==> config.mk <==
export PLATFORM = sky130hd
export DESIGN_NAME = result_sevenseg_driver
export DESIGN_NICKNAME = d
export VERILOG_FILES = /design/src/rtl/result_sevenseg_driver.sv
export SDC_FILE = /design/constraint.sdc
export NUM_CORES = 1
export LEC_CHECK = 0
export ABC_CLOCK_PERIOD_IN_PS = 2100
export CAP_MARGIN = 20
export CORE_MARGIN = 2
export CORE_UTILIZATION = 50
export CTS_CLUSTER_DIAMETER = 100
export DETAILED_ROUTE_END_ITERATION = 16
export DONT_BUFFER_PORTS = 1
export HOLD_SLACK_MARGIN = 0.06
export PLACE_DENSITY = 0.7
export SLEW_MARGIN = 20
export SYNTH_ARGS = -nofsm -noshare
export SYNTH_HDL_FRONTEND = slang
export SYNTH_SLANG_ARGS = --single-unit
==> constraint.sdc <==
create_clock -name clk -period 2.1 [get_ports clk]
set_input_delay 0.21 -clock clk [delete_from_list [all_inputs] [get_ports clk]]
set_output_delay 0.21 -clock clk [all_outputs]
set_load 0.01 [all_outputs]
==> src/rtl/result_sevenseg_driver.sv <==
// result_sevenseg_driver: renders a 32-bit result as 8 hex digits on a
// multiplexed, active-low 7-segment display. New results are captured at any
// time but only committed to the displayed (shadow) value at frame boundaries,
// so one scan frame never shows a mix of old and new digits.
// Optional build macro: SEVENSEG_LEADING_ZERO_BLANK_EN blanks the digits above
// the most-significant nonzero nibble (digit 0 always stays lit).
module result_sevenseg_driver #(
    parameter int unsigned SCAN_DIV = 100000
) (
    input  logic        clk,
    input  logic        rst,
    input  logic [31:0] result_in,
    input  logic        result_valid,
    output logic [7:0]  an,
    output logic [6:0]  seg,
    output logic        dp,
    output logic        frame_done
);

    localparam int unsigned      CNT_W    = (SCAN_DIV > 2) ? $clog2(SCAN_DIV) : 1;
    localparam logic [CNT_W-1:0] CNT_LAST = CNT_W'(SCAN_DIV - 1);

    logic [CNT_W-1:0] div_cnt_q, div_cnt_d;
    logic [2:0]       digit_idx_q, digit_idx_d;
    logic [31:0]      capture_q, capture_d;
    logic [31:0]      shadow_q, shadow_d;
    logic             pending_q, pending_d;
    logic [7:0]       an_q, an_d;
    logic [6:0]       seg_q, seg_d;
    logic             dp_q, dp_d;
    logic             frame_done_q, frame_done_d;

    logic             tick;
    logic             frame_end;
    logic [3:0]       nibble;
    logic             blank;
`ifdef SEVENSEG_LEADING_ZERO_BLANK_EN
    logic [2:0]       msn;
`endif

    // Active-low segment pattern {g,f,e,d,c,b,a} for one hex nibble.
    function automatic logic [6:0] hex_to_seg(input logic [3:0] nib);
        case (nib)
            4'h0: hex_to_seg = 7'h40;
            4'h1: hex_to_seg = 7'h79;
            4'h2: hex_to_seg = 7'h24;
            4'h3: hex_to_seg = 7'h30;
            4'h4: hex_to_seg = 7'h19;
            4'h5: hex_to_seg = 7'h12;
            4'h6: hex_to_seg = 7'h02;
            4'h7: hex_to_seg = 7'h78;
            4'h8: hex_to_seg = 7'h00;
            4'h9: hex_to_seg = 7'h10;
            4'hA: hex_to_seg = 7'h08;
            4'hB: hex_to_seg = 7'h03;
            4'hC: hex_to_seg = 7'h46;
            4'hD: hex_to_seg = 7'h21;
            4'hE: hex_to_seg = 7'h06;
            default: hex_to_seg = 7'h0E;
        endcase
    endfunction

    // Next-state: scan divider, digit pointer, capture/commit, output decode.
    always_comb begin
        tick      = (div_cnt_q == CNT_LAST);
        frame_end = tick && (digit_idx_q == 3'd7);

        div_cnt_d   = tick ? '0 : div_cnt_q + CNT_W'(1);
        digit_idx_d = tick ? digit_idx_q + 3'd1 : digit_idx_q;

        capture_d = result_valid ? result_in : capture_q;
        pending_d = pending_q | result_valid;
        shadow_d  = shadow_q;
        if (frame_end) begin
            // A strobe landing exactly on the boundary goes straight to the
            // shadow so it is not delayed by a whole extra frame.
            if (result_valid) begin
                shadow_d  = result_in;
                pending_d = 1'b0;
            end else if (pending_q) begin
                shadow_d  = capture_q;
                pending_d = 1'b0;
            end
        end

        nibble = shadow_q[{digit_idx_q, 2'b00} +: 4];

`ifdef SEVENSEG_LEADING_ZERO_BLANK_EN
        msn = 3'd0;
        for (int i = 1; i < 8; i++) begin
            if (shadow_q[4*i +: 4] != 4'h0) msn = 3'(i);
        end
        blank = (digit_idx_q > msn);
`else
        blank = 1'b0;
`endif

        an_d         = blank ? 8'hFF : ~(8'h01 << digit_idx_q);
        seg_d        = blank ? 7'h7F : hex_to_seg(nibble);
        dp_d         = blank ? 1'b1  : (digit_idx_q != 3'd4);
        frame_done_d = frame_end;
    end

    // State and registered outputs with synchronous active-high reset.
    always_ff @(posedge clk) begin
        if (rst) begin
            div_cnt_q    <= '0;
            digit_idx_q  <= 3'd0;
            capture_q    <= 32'h0;
            shadow_q     <= 32'h0;
            pending_q    <= 1'b0;
            an_q         <= 8'hFF;
            seg_q        <= 7'h7F;
            dp_q         <= 1'b1;
            frame_done_q <= 1'b0;
        end else begin
            div_cnt_q    <= div_cnt_d;
            digit_idx_q  <= digit_idx_d;
            capture_q    <= capture_d;
            shadow_q     <= shadow_d;
            pending_q    <= pending_d;
            an_q         <= an_d;
            seg_q        <= seg_d;
            dp_q         <= dp_d;
            frame_done_q <= frame_done_d;
        end
    end

    assign an         = an_q;
    assign seg        = seg_q;
    assign dp         = dp_q;
    assign frame_done = frame_done_q;

endmodule

==> results of run 1 <==
## worst max path at each step
stage               slack (ps)           end  cells after the start
floorplan                   10        seg[5]                      9
global placement            20        seg[3]                      7
detailed placement         -80        seg[3]                      7
CTS                         10        seg[3]                      7
global route                -2  shadow_q[25]                      8
finish                     110        seg[5]                      9
## metrics by stage
stage / setup TNS, ps / util [%]
3_5_place_dp: -203 / 53.6
3_3_place_gp: 0 / 53.6
6_report: 0 / 63.1
4_1_cts: 0 / 62.2
2_1_floorplan: 0 / -
5_1_grt: -1.64 / 63.1
## placed cells by master (no fill, tap or decap), types with 4 or more instances in the layout
cell type and n:
mux2i_1 38, mux4_2 6, xor2_1 13, inv_1 5, clkbuf_8 9, ha_1 10, dfxtp_1 100, dlygate4sd3_1 40
nor2_1 89, buf_4 12, nand3_1 7, nand4_1 5, o21ai_0 4, and3_1 4, a211oi_1 33, a21oi_1 4
nand2_1 20
## cell type report
| type | instances | area, sq um | share of cell area (%) |
|---|---|---|---|
| inverters | 8 | 30.0 | 0.609 |
| repair buffers | 57 | 608 | 12.3 |
| clock buffers | 9 | 124 | 2.51 |
| multi-input cells | 273 | 1910 | 38.7 |
| clock inverters | 7 | 105 | 2.13 |
| well taps | 102 | 128 | 2.59 |
| flip-flops and latches | 101 | 2030 | 41.1 |
## registers in the layout (all words and copies together), names as in the netlist
| register | count |
|---|---|
| an | 8 |
| capture_q | 32 |
| digit_idx_q | 3 |
| div_cnt_q | 17 |
| frame_done | 1 |
| pending_q | 1 |
| seg | 7 |
| shadow_q | 32 |
## per-layer routing
| metal | routed length, microns | global-route usage, % | vias to the layer above |
|---|---|---|---|
| met5 | 0 | 0 | - |
| met3 | 350 | 5.38 | 8 |
| met4 | 85 | 5.19 | 0 |
| li1 | - | - | 1497 |
| met1 | 3850 | 24.6 | 1420 |
| met2 | 4130 | 33.3 | 58 |
## cells in the mapped netlist, drive strengths merged, types with 3 or more instances
master / count / area [sq um]
a211oi: 33 / 248
a21oi: 5 / 28.8
and2: 3 / 18.8
and3: 5 / 36.3
buf: 16 / 95.1
clkbuf: 11 / 41.3
dfxtp: 101 / 2020
ha: 12 / 150
inv: 8 / 30.0
mux2: 3 / 37.5
mux2i: 39 / 390
mux4: 6 / 135
nand2: 20 / 75.1
nand3: 7 / 35.0
nand4: 5 / 31.3
nor2: 89 / 334
nor3: 3 / 15.0
o21ai: 6 / 33.8
xnor2: 3 / 26.3
xor2: 13 / 114
## repair_timing
item	in CTS	in global routing
hold buffers	42	0
gates resized for setup	1	9
setup endpoints to repair	14	37
gates cloned	0	2
endpoints found under the hold margin	77	0
pin swaps	0	2
## cells by family after synthesis
family / share of synthesized area [%]
adders and majority gates: 3.69
xor gates and xnor gates: 3.45
AOI/OAI and AO/OA: 10.3
muxes: 13.8
and+or+nand+nor: 14.9
buffers and inverters: 4.09
DFF: 49.7
## power by group through the flow
stage / Combinational [mW] / Clock, mW / Sequential, mW
final: 0.207 / 1.38 / 1.98
after global routing: 0.228 / 1.49 / 1.99
after CTS: 0.206 / 1.41 / 1.98
after detailed placement: 0.0995 / 0 / 2.03
after global placement: 0.0960 / 0 / 2.03
after floorplan: 0.113 / 0 / 2.02
==> impl_results.md, run 1 <==
- Outcome: finished, final reports clean
- Max cap viols: 0
- Hold Crit Depth: 2
- Depth of the most critical reg-to-reg path: 9
- Setup Crit Path Kind: register to register
- Slew HR: 59.3%
- Yosys cell types: 47
- Fin crit share: 94.8%
- Main synth FF type: dfxtp_1
- CP startpoint kind: register
- CP Buf/Inv Count: 3
- Non-Filler Instances: 557
- Hold_ws: 62.1 ps
- Gr ovfl total: 0
- Routed wire length per instance: 15.1 microns
- Critical Path Start: digit_idx_q[1]
- Power Total: 3.57 mW
- Crit. End Element: register
- Post-DR vias/cell: 5.36
- Row count: 32
- Nets@finish: 497
- Crit path top cell by count: inv_2
- Antenna Violating Nets Remaining: 0
- Clk sink count: 101
- Root Driver: clkbuf_8
- DR iter-0 viols: 82
- Clk buf depth: 2
- Pre-CTS setup slack: -75.1 ps
- CTS buffer count: 9
- Min Tclk post-route: 1990 ps
- Hold_sp: result_valid
- EDFF count, synth: 0
- Post-DP HPWL: 5270 microns
- Final Cell Area: 4930 sq um
- Net switching power: 0.809 mW
- Area delta synth->final: 21.2%
- Clock power frac: 38.7%
- Worst path arrival time: 2220 ps
- Mean area per synthesized cell: 9.94 sq um
- Synth Net Count: 456
- Share of cells above drive strength 1: 12.7%
- Final WL: 8420 microns
- Hold Fails Final Rpt: 0
- Gate power share: 5.8%
- Post-CTS Setup Bufs: 0
- # setup viols final: 0
- Register share of total power: 55.5%
- Max FO, Critical Path: 6
- Register area share after synthesis: 49.7%
- Core area: 7810 sq um
- Reg2reg setup slack: 110 ps
- Die Height: 94.2 microns
- CTS tree: yes
- Final critical-path setup slack: 108 ps
- Largest net degree at the start of global routing: 73
- Switch share: 22.6%
- GR Util All Layers: 19.6%
- Critical path required time: 2330 ps
- Clk Latency, worst-skew pair: 370 ps
- Placer Congestion: 0.819
- Fill cells: 624
- Power per standard cell area: 725 nW/um^2
- I/O pins: 52
- N_diodes: 0
- Netlist Area Pre-Place: 4070 sq um
- H-Tree Depth: 3
- Slowest stage cell, crit path: mux4_2
- Ys Warns: 0
- Die width: 94.2 microns
- FF+latch count, synth: 101
- Remaining DRCs: 0
- Port buffer count: 0
- CP Cell Sequence: mux4_2, mux2i_1, buf_4, inv_2, ha_2, inv_2, nor2_1, a21oi_1, o221ai_1
- Highest clock rate: 0.502 GHz
- Max rail drop VDD: 0.000577 V
- Initial Util: 52.1%
- Final Skew: 11.6 ps
- Hold WC Path Type: primary input to register
- Reg-to-Reg Start: digit_idx_q[1]
- Fin. max-slew vios: 0
- Worst-Margin Slew: 606 ps
- Reg2reg end: seg[5]
- Internal cell power: 2.76 mW
- Async S/R FF share, synth: 0%
- Cells after DPL: 497
- Vias in the first global route: 2922
- Largest delay share family, worst path: multiplexers
- Placed inst area: 4180 sq um
- Cells after Synth: 409
- Initial antenna violation count: 0
- Die footprint: 8870 sq um
- TritonRoute pass-1 iters: 4
- Slowest stage delay, CP: 500 ps
- First-pass GRT wire length: 13600 microns
- Leakage: 1.91 nW
- Hold worst-path end: capture_q[3]
- Clock transition at the registers of the reported paths: 100 ps
- Via count: 2983
(Power assumes the default switching activity.)
==> run 2, diff against run 1 <==
--- a/config.mk
+++ b/config.mk
@@ -5,7 +5,6 @@
 export SDC_FILE = /design/constraint.sdc
 export NUM_CORES = 1
 export LEC_CHECK = 0
-export ABC_CLOCK_PERIOD_IN_PS = 2100
 export CAP_MARGIN = 20
 export CORE_MARGIN = 2
 export CORE_UTILIZATION = 50
==> results of run 2 <==
Final layout, timing and power as in run 1 (identical DEF).
==> run 3, diff against run 2 <==
--- a/config.mk
+++ b/config.mk
@@ -13,6 +13,7 @@
 export DONT_BUFFER_PORTS = 1
 export HOLD_SLACK_MARGIN = 0.06
 export PLACE_DENSITY = 0.7
+export SKIP_LAST_GASP = 1
 export SLEW_MARGIN = 20
 export SYNTH_ARGS = -nofsm -noshare
 export SYNTH_HDL_FRONTEND = slang
==> impl_results.md, run 3 (synthesis gave the netlist of run 1 again) <==
- Fin crit share: 95.4% (was 94.8%)
- TritonRoute pass-1 iters: 4 (unchanged)
- Clk buf depth: 2 (unchanged)
- Hold WC Path Type: primary input to register (unchanged)
- Max FO, Critical Path: 6 (unchanged)
- Slowest stage delay, CP: 500 ps (about the same)
- Most frequent cells in the layout: 100 x dfxtp_1, 89 x nor2_1, 40 x dlygate4sd3_1, 38 x mux2i_1, 33 x a211oi_1 (unchanged)
- Via count: 2984 (was 2983)
- Fin util: 63.1% (unchanged)
- # setup viols final: 0 (unchanged)
- Port buffer count: 0 (unchanged)
- DR iter-0 viols: 82 (unchanged)
- Clk sink count: 101 (unchanged)
- Die footprint: 8870 sq um (unchanged)
- Largest net degree at the start of global routing: 73 (unchanged)
- Placer Congestion: 0.819 (unchanged)
- Non-Filler Instances: 557 (unchanged)
- Share of cells above drive strength 1: 12.7% (unchanged)
- Critical Path Start: digit_idx_q[1] (unchanged)
- Slowest stage cell, crit path: mux4_2 (unchanged)
- CTS tree: yes (unchanged)
- Antenna Violating Nets Remaining: 0 (unchanged)
- Row count: 32 (unchanged)
- Vias in the first global route: 2922 (unchanged)
- Layer with the highest usage: met2 (unchanged)
- Reg2reg setup slack: 100 ps (was 110 ps)
- Setup Crit Path Kind: register to register (unchanged)
- Die width: 94.2 microns (unchanged)
- Die Height: 94.2 microns (unchanged)
- Met3 usage in global routing: 5.38% (unchanged)
- Reg-to-Reg Start: digit_idx_q[1] (unchanged)
- Max cap viols: 0 (unchanged)
- Final WL: 8420 microns (about the same)
- Hold_ws: 62.1 ps (unchanged)
- Core area: 7810 sq um (unchanged)
- Max rail drop VDD: 0.000577 V (about the same)
- Fill cells: 624 (unchanged)
- Remaining DRCs: 0 (unchanged)
- Routed wire length per instance: 15.1 microns (about the same)
- Worst path depth: 7 (was 9)
- Leakage: 1.91 nW (about the same)
- Root Driver: clkbuf_8 (unchanged)
- CP startpoint kind: register (unchanged)
- Clk Latency, worst-skew pair: 370 ps (about the same)
- I/O pins: 52 (unchanged)
- Power per standard cell area: 725 nW/um^2 (about the same)
- Final Skew: 11.6 ps (about the same)
- Nets@finish: 497 (unchanged)
- Post-CTS Setup Bufs: 0 (unchanged)
- Area delta synth->final: 21.2% (unchanged)
- Reg2reg end: seg[3] (was seg[5])
- Post-DP HPWL: 5270 microns (unchanged)
- Slew HR: 59.3% (unchanged)
- Power Total: 3.57 mW (about the same)
- Initial antenna violation count: 0 (unchanged)
- Highest clock rate: 0.499 GHz (was 0.502 GHz)
- GR Util All Layers: 19.6% (unchanged)
- Initial Util: 52.1% (unchanged)
- Post-DR vias/cell: 5.36 (about the same)
- Gr ovfl total: 0 (unchanged)
- Crit. End Element: register (unchanged)
- Top flop regs: capture_q x32, shadow_q x32, div_cnt_q x17 (unchanged)
- Met1 global-route usage: 24.6% (unchanged)
- Outcome: finished, final reports clean (unchanged)
- Worst path arrival time: 2300 ps (was 2220 ps)
- RSZ-0062 raised after global routing: yes
- Clock transition at the registers of the reported paths: 100 ps (about the same)
- Min Tclk post-route: 2000 ps (was 1990 ps)
- Cells after DPL: 497 (unchanged)
- Met2 usage: 33.3% (unchanged)
- Hold Fails Final Rpt: 0 (unchanged)
- CP Cell Sequence: mux4_2, mux2i_1, buf_4, ha_1, nor3_2, a211oi_1, o21ai_0 (was mux4_2, mux2i_1, buf_4, inv_2, ha_2, inv_2, nor2_1, a21oi_1, o221ai_1)
- CTS buffer count: 9 (unchanged)
- Most common cell after layout, fill and taps aside: dfxtp_1 (unchanged)
- Setup TNS: 0 ps (unchanged)
- Worst Setup EP: seg[3] (was seg[5])
- Fin. max-slew vios: 0 (unchanged)
- CP Buf/Inv Count: 1 (was 3)
- Worst-Margin Slew: 606 ps (unchanged)
- First-pass GRT wire length: 13600 microns (unchanged)
- Largest delay share family, worst path: multiplexers (unchanged)
- H-Tree Depth: 3 (unchanged)
- N_diodes: 0 (unchanged)
- Depth of the most critical reg-to-reg path: 7 (was 9)
- Critical path required time: 2390 ps (was 2330 ps)
-- run 3: cell types whose count changed in the layout (fill, tap and decap cells not counted) --
cell	previous run	this run
o21ai_0	4	5
o21ai_1	1	0
-- run 3: metal layers --
metal	part of all wire, %	wire length, microns
met5	0	0
met1	46	3850
met4	1.0	85
met3	4.2	350
met2	49	4130
-- run 3: layout make-up --
cell class / instances / area, sq um / area share (%)
Clock buffer: 9 / 124 / 2.51
Clock inverter: 7 / 105 / 2.13
Inverter: 8 / 30.0 / 0.609
Multi-Input combinational cell: 273 / 1910 / 38.7
Sequential cell: 101 / 2030 / 41.1
Tap cell: 102 / 128 / 2.59
Timing Repair Buffer: 57 / 608 / 12.3
-- run 3: how the worst min path moves through the flow --
stage,startpoint,to,cells after the start
after floorplan,result_in[17],capture_q[17],2
after global placement,rst,capture_q[27],1
after detailed placement,rst,capture_q[30],1
after CTS,result_valid,capture_q[3],2
after global routing,result_valid,capture_q[3],2
final,result_valid,capture_q[3],2
-- run 3: where the power goes --
| part | internal (mW) | total (mW) | switching (mW) |
|---|---|---|---|
| clock network | 0.690 | 1.38 | 0.694 |
| registers | 1.96 | 1.98 | 0.0200 |
| logic | 0.112 | 0.207 | 0.0953 |
-- run 3: worst register-to-register path, stage by stage, from the launching register on --
cell      delay, ps
dfxtp_4         400
mux4_2          500
mux2i_1         190
buf_4           180
ha_1            250
nor3_2          210
a211oi_1         70
o21ai_0         130
-- run 3: what timing repair did --
action,4_1_cts,5_1_grt
endpoints found under the setup margin,14,37
hold buffers,42,0
resized for setup,1,8
endpoints found under the hold margin,77,0
pin swaps,0,2
gates cloned,0,2
-- run 3: metrics by stage --
| step | instance area, sq um | setup WS [ps] |
|---|---|---|
| finish | 4930 | 95.8 |
| global route | 4930 | -8.49 |
| CTS | 4860 | 9.61 |
| detailed placement | 4180 | -75.1 |
| global placement | 4180 | 23.1 |
| floorplan | 4090 | 10.9 |
